<file path="config.mk">
export PLATFORM = sky130hd
export DESIGN_NAME = pipe_skid_buffer_flat
export DESIGN_NICKNAME = d
export VERILOG_FILES = /design/src/rtl/pipe_skid_buffer_if.sv /design/src/rtl/pipe_skid_buffer.sv /design/src/flat_wrapper.sv
export SDC_FILE = /design/constraint.sdc
export NUM_CORES = 1
export LEC_CHECK = 0
export ABC_AREA = 1
export ABC_CLOCK_PERIOD_IN_PS = 1800
export CORE_ASPECT_RATIO = 0.7
export CORE_MARGIN = 2
export CORE_UTILIZATION = 40
export CTS_BUF_LIST = sky130_fd_sc_hd__clkbuf_8
export DETAILED_ROUTE_END_ITERATION = 16
export PLACE_DENSITY = 0.74
export SLEW_MARGIN = 15
export SYNTH_ARGS = -nofsm -noshare
export SYNTH_HDL_FRONTEND = slang
export SYNTH_SLANG_ARGS = --single-unit
</file>
<file path="constraint.sdc">
create_clock -name clk -period 1.8 [get_ports clk]
set_clock_uncertainty 0.2 [all_clocks]
set_input_delay 0.36 -clock clk [delete_from_list [all_inputs] [get_ports clk]]
set_output_delay 0.36 -clock clk [all_outputs]
set_load 0.005 [all_outputs]
</file>
<file path="src/rtl/pipe_skid_buffer_if.sv">
// rtl/pipe_skid_buffer_if.sv - handshake bundle for the inter-stage skid buffer
// master drives words in and consumes words out; slave is the buffer itself.
interface pipe_skid_buffer_if #(
  parameter int WIDTH = 16
);
  logic             in_valid;
  logic             in_ready;
  logic [WIDTH-1:0] in_data;
  logic             out_valid;
  logic             out_ready;
  logic [WIDTH-1:0] out_data;
  logic             flush;
  logic [1:0]       count;

  modport master (
    output in_valid, in_data, out_ready, flush,
    input  in_ready, out_valid, out_data, count
  );

  modport slave (
    input  in_valid, in_data, out_ready, flush,
    output in_ready, out_valid, out_data, count
  );
endinterface

</file>
<file path="src/rtl/pipe_skid_buffer.sv">
// rtl/pipe_skid_buffer.sv - two-entry valid/ready pipeline stage register with flush
// Main entry drives the outputs; the skid entry catches one word while downstream stalls.
module pipe_skid_buffer #(
  parameter int               WIDTH  = 16,
  parameter logic [WIDTH-1:0] BUBBLE = '0
) (
  input  logic              clk,
  input  logic              rst,
  pipe_skid_buffer_if.slave bus
);

  typedef enum logic [1:0] {
    EMPTY = 2'd0,
    ONE   = 2'd1,
    FULL  = 2'd2
  } state_t;

  state_t           state;
  state_t           state_nxt;
  logic [WIDTH-1:0] main_data;
  logic [WIDTH-1:0] skid_data;
  logic             accept;
  logic             consume;
  logic             load_main_in;
  logic             load_main_skid;
  logic             load_skid;

  // The state encoding is the occupancy, so in_ready and count come straight from flops.
  assign accept  = bus.in_valid & (state != FULL);
  assign consume = bus.out_ready & (state != EMPTY);

  always_comb begin
    state_nxt      = state;
    load_main_in   = 1'b0;
    load_main_skid = 1'b0;
    load_skid      = 1'b0;
    if (bus.flush) begin
      state_nxt = EMPTY;
    end else begin
      case (state)
        EMPTY: begin
          if (accept) begin
            load_main_in = 1'b1;
            state_nxt    = ONE;
          end
        end
        ONE: begin
          if (accept && consume) begin
            load_main_in = 1'b1;
          end else if (accept) begin
            load_skid = 1'b1;
            state_nxt = FULL;
          end else if (consume) begin
            state_nxt = EMPTY;
          end
        end
        FULL: begin
          if (consume) begin
            load_main_skid = 1'b1;
            state_nxt      = ONE;
          end
        end
        default: state_nxt = EMPTY;
      endcase
    end
  end

  always_ff @(posedge clk or negedge rst) begin
    if (!rst) begin
      state     <= EMPTY;
      main_data <= BUBBLE;
      skid_data <= BUBBLE;
    end else begin
      state <= state_nxt;
      if (load_main_in) begin
        main_data <= bus.in_data;
      end else if (load_main_skid) begin
        main_data <= skid_data;
      end
      if (load_skid) begin
        skid_data <= bus.in_data;
      end
    end
  end

  assign bus.out_valid = (state != EMPTY);
  assign bus.in_ready  = (state != FULL);
  assign bus.count     = state;
  assign bus.out_data  = (state != EMPTY) ? main_data : BUBBLE;

endmodule

</file>
<file path="src/flat_wrapper.sv">
// flat-port wrapper written by rule: the top's interface ports become plain ports
module pipe_skid_buffer_flat 
#(
  parameter int               WIDTH  = 16,
  parameter logic [WIDTH-1:0] BUBBLE = '0
)
  (clk, rst, bus_in_valid, bus_in_data, bus_out_ready, bus_flush, bus_in_ready, bus_out_valid, bus_out_data, bus_count);
  pipe_skid_buffer_if #(.WIDTH(WIDTH)) bus_i ();
  input  logic clk;
  input  logic rst;
  input wire logic [$bits(bus_i.in_valid)-1:0] bus_in_valid;
  input wire logic [$bits(bus_i.in_data)-1:0] bus_in_data;
  input wire logic [$bits(bus_i.out_ready)-1:0] bus_out_ready;
  input wire logic [$bits(bus_i.flush)-1:0] bus_flush;
  output wire logic [$bits(bus_i.in_ready)-1:0] bus_in_ready;
  output wire logic [$bits(bus_i.out_valid)-1:0] bus_out_valid;
  output wire logic [$bits(bus_i.out_data)-1:0] bus_out_data;
  output wire logic [$bits(bus_i.count)-1:0] bus_count;
  assign bus_i.in_valid = bus_in_valid;
  assign bus_i.in_data = bus_in_data;
  assign bus_i.out_ready = bus_out_ready;
  assign bus_i.flush = bus_flush;
  assign bus_in_ready = bus_i.in_ready;
  assign bus_out_valid = bus_i.out_valid;
  assign bus_out_data = bus_i.out_data;
  assign bus_count = bus_i.count;
  pipe_skid_buffer #(.WIDTH(WIDTH), .BUBBLE(BUBBLE)) u_core (.clk(clk), .rst(rst), .bus(bus_i));
endmodule
</file>
* Yosys cells after proc, flatten, opt, wreduce, memory -nomap -nowiden
Index checks and enable logic that the tools add are counted.
** Storage, ports and cells
- Register bits after elaboration :: 34
- Word-level logic and storage cells :: 37
- Input bits :: 21
- Output and inout port bits :: 20
** Operators by class
- Eq/ne operators :: 7
- Bitwise gates (word level) :: 2
- Multiplexer cells :: 20
- Reductions and logical operators :: 5
** Operators with widths (count)
- $mux 16 :: 3
- $mux 2 :: 6
- $mux 1 :: 9
- $ne 3x2->1 const B :: 2
- $pmux 2 s3 :: 1
- $ne 4x2->1 const B :: 1
- $reduce_and 4->1 :: 1
- $reduce_bool 2->1 :: 2
- $ne 3x3->1 const B :: 1
- $and 1x1->1 :: 2
- $eq 2x1->1 const B :: 1
- $eq 2x2->1 const B :: 1
- $logic_not 2->1 :: 1
- $ne 2x2->1 const B :: 1
- $pmux 1 s2 :: 1
- $logic_and 1x1->1 :: 1

* Longest topological paths before layout
- Word-level depth :: 7
- Gate-level depth with buffers :: 8
- Depth with buffers taken out :: 8

* Least setup slack after synthesis
Ideal clock, no wire load.
- Path kind :: reg-to-output
- Start :: register u_core.state[0], in the netlist u_core.bus.count[0]
- End :: output port bus_out_data[0]
- Path slack :: 207 ps
- Data required time :: 1240 ps
- Arrival :: 1033 ps
- Buffers on the path :: 1
- Cell stages (with the launch flop) :: 6
- Path through :: dfrtp_1 -> inv_2 -> nand2_4 -> inv_1 -> buf_2 -> nor2_1
** Between the ends
- Longest elaborated chain between the ends :: 2
** RTL lines
- from (decl) :: line pipe_skid_buffer.sv:18 : state_t state;
- from (signal assigned) :: line pipe_skid_buffer.sv:74 : state <= state_nxt;
- $reduce_bool 2->1
- named net bus_out_valid :: line flat_wrapper.sv:16 : output wire logic [$bits(bus_i.out_valid)-1:0] bus_out_valid;
- $mux 16 :: line pipe_skid_buffer.sv:89 : assign bus.out_data = (state != EMPTY) ? main_data : BUBBLE;
- to (decl) :: line flat_wrapper.sv:17 : output wire logic [$bits(bus_i.out_data)-1:0] bus_out_data;
The timed path passes the listed nets, and every way through them passes these cells.

* Final worst setup path
- Start :: register u_core.state[0], in the netlist u_core.bus.count[0]
- End :: output port bus_out_data[13]
** Between the ends
- Longest elaborated chain between the ends :: 2
** RTL lines (line)
- $reduce_bool 2->1 :: pipe_skid_buffer.sv:89
- $mux 16 :: pipe_skid_buffer.sv:89
No other way between the ends.

==> out/results.ini <==
[synthesis]
synth_top_cells_by_area=dfrtp_1, nand2_1, o211ai_1
yosysSeqAreaShare_pct=50.6
yosysTopAreaCell=dfrtp_1
synth_top_area_share_pct=50.6
synthCells=199
ys_warn_count=0
synth_nets=220
ys_ff_latch=34
synthesis.area_sq_um=1680
syn_avg_cell_area_sq_um=8.45
synth_cell_types=24

[placed_design]
port_buffers=40
dp_slack_ns=-0.127
dp.cells=296
finalWeightedCongestion=0.733
placed_cell_area_sq_um=2270
dp_hpwl_microns=2570

[routing]
drc=0
totalWireLength_microns=3920
ant_nets=0
viasPerCell=4.82
drt-initial-drc-count=89
drt-wirelength-per-cell_microns=12.7
vias=1489
first_pass_iters=4

[critical_path]
crit_type=flip-flop to primary output
end_kind=primary output
crit_chain=inv_2 > nand2_4 > inv_4 > buf_12 > nor2_1 > buf_2
cp_slowest_cell=dfrtp_1
crit_fanout=15
worstPathRequired_ns=1.24
critical_path_arrival_ns=1.18
max_stage_delay_ns=0.40
crit_family=flip-flops
critPathLaunchType=flip-flop
cp.buffers_inverters=4

[worst_hold_path]
min_path_type=input port to asynchronous set/reset pin

[job]
max-cap-violations=0

[pwr]
p_leak_nw=1.15
powerDensity_nw_per_um2=1390
ir_drop_mv=0.828

[finish]
final_cells=309
antenna_cells=0
mostFrequentLayoutCells=nand2_1, dfrtp_1, clkdlybuf4s50_1, inv_1, nor2_1
final_nets=277
layout_commonest_cell=nand2_1
final_cell_area_sq_um=2360
syn_to_final_growth_pct=40.3
layout-drive-gt1-share_pct=23.7

[timing]
min_period_ns=1.74
rsz0062_at_grt=yes
relSlewSlack_pct=82.5
hold_violations=0
post-route-period-util_pct=96.8
max_slew.worst_pin.slew_ns=0.261
finalSetupViolCount=0
report.final.slew_viol_count=0
fin_ws_ns=0.0574
clock.fmax_mhz=574
timing.hold.ws_ns=0.234

[clock_tree]
root_buffer=clkbuf_8
cts_made_buffers=5
clk_path_buf_depth=2
clk_latency_ns=0.29
clk_pin_slew_ns=0.07
cts_hold_buf=0
numClockSinks=34
cts_tree=built
h-tree-depth=2

[floorplan]
die_h_microns=58.2
start_util_pct=42.4
io_pins=41
die_w_microns=81.5
die_area_sq_um=4750
row_count=19
core_region_area_sq_um=3970

[grt]
antenna_found_initial=0
grt_max_degree=35
grt_pass1_wl_microns=6520
track_usage_pct=18.5
grt-ovfl-total=0
first_global_vias=1430

[run_status]
status=finished clean

per-layer routing:
metal	global-route usage [%]	routed length, microns
met2	27.9	1790
met3	5.45	202
met1	24.9	1860
met4	7.99	69
met5	0	0
report_power, final:
part / switching [W] / leakage [nW] / internal [W]
registers: 0.000133 / 0.424 / 0.00110
logic: 0.000749 / 0.678 / 0.000696
clock network: 0.000292 / 0.0524 / 0.000303
total: 0.00117 / 1.15 / 0.00210
layout make-up:
class | instances | area (sq um)
clock buffer | 6 | 82.6
clock inverter | 2 | 8.76
fill | 348 | 1610
inverter | 23 | 98.8
multi-input combinational | 135 | 707
sequential | 34 | 851
tap | 52 | 65.1
timing repair buffer | 57 | 547
Yosys cell counts (all sizes together):
library cell	instances
inv	22
a21oi	1
o21ai	16
o211ai	16
nand2	75
nand3b	1
nor3	1
dfrtp	34
clkinv	1
nor2	21
buf	7
nand3	4
cells by family (layout without fill, tap and decap cells):
logic type             after synthesis  in the layout  share of synthesized area [%]
AO/OA/AOI/OAI                       33             33                           13.4
buffers and inverters               30             88                           8.71
flip-flops                          34             34                           50.6
AND/OR/NAND/NOR                    102            102                           27.3
path summary, 6_finish.rpt:
check                      cells past startpoint  slack [ns]                  end                start
min in group clk                               2        0.29  u_core.skid_data[8]  u_core.skid_data[8]
min reg2reg                                    2        0.29  u_core.skid_data[8]  u_core.skid_data[8]
max reg2reg                                    8        0.07  u_core.main_data[6]  u_core.bus.count[0]
max                                            6        0.06     bus_out_data[13]  u_core.bus.count[0]
min                                            2        0.23  u_core.main_data[1]                  rst
max in group asynchronous                      2        0.98  u_core.main_data[6]                  rst
metrics by stage:
stage | TNS (ns) | util (%) | power, W
2_1_floorplan | 0 | - | 0.00197
3_5_place_dp | -2.58 | 57.2 | 0.00272
5_1_grt | -0.108 | 59.4 | 0.00351
6_report | 0 | 59.4 | 0.00327
3_3_place_gp | -1.75 | 57.2 | 0.00269
4_1_cts | -0.235 | 59.9 | 0.00328
state kept, by name (all words and copies together) (netlist names):
signal,flops
u_core.main_data,16
u_core.skid_data,16
u_core.bus.count,2
what timing repair did:
| action | CTS | global route |
|---|---|---|
| setup buffers | 2 | 3 |
| resized for setup | 38 | 35 |
| pin swaps | 0 | 1 |
| setup endpoints to repair | 20 | 33 |
(Power assumes the default switching activity.)
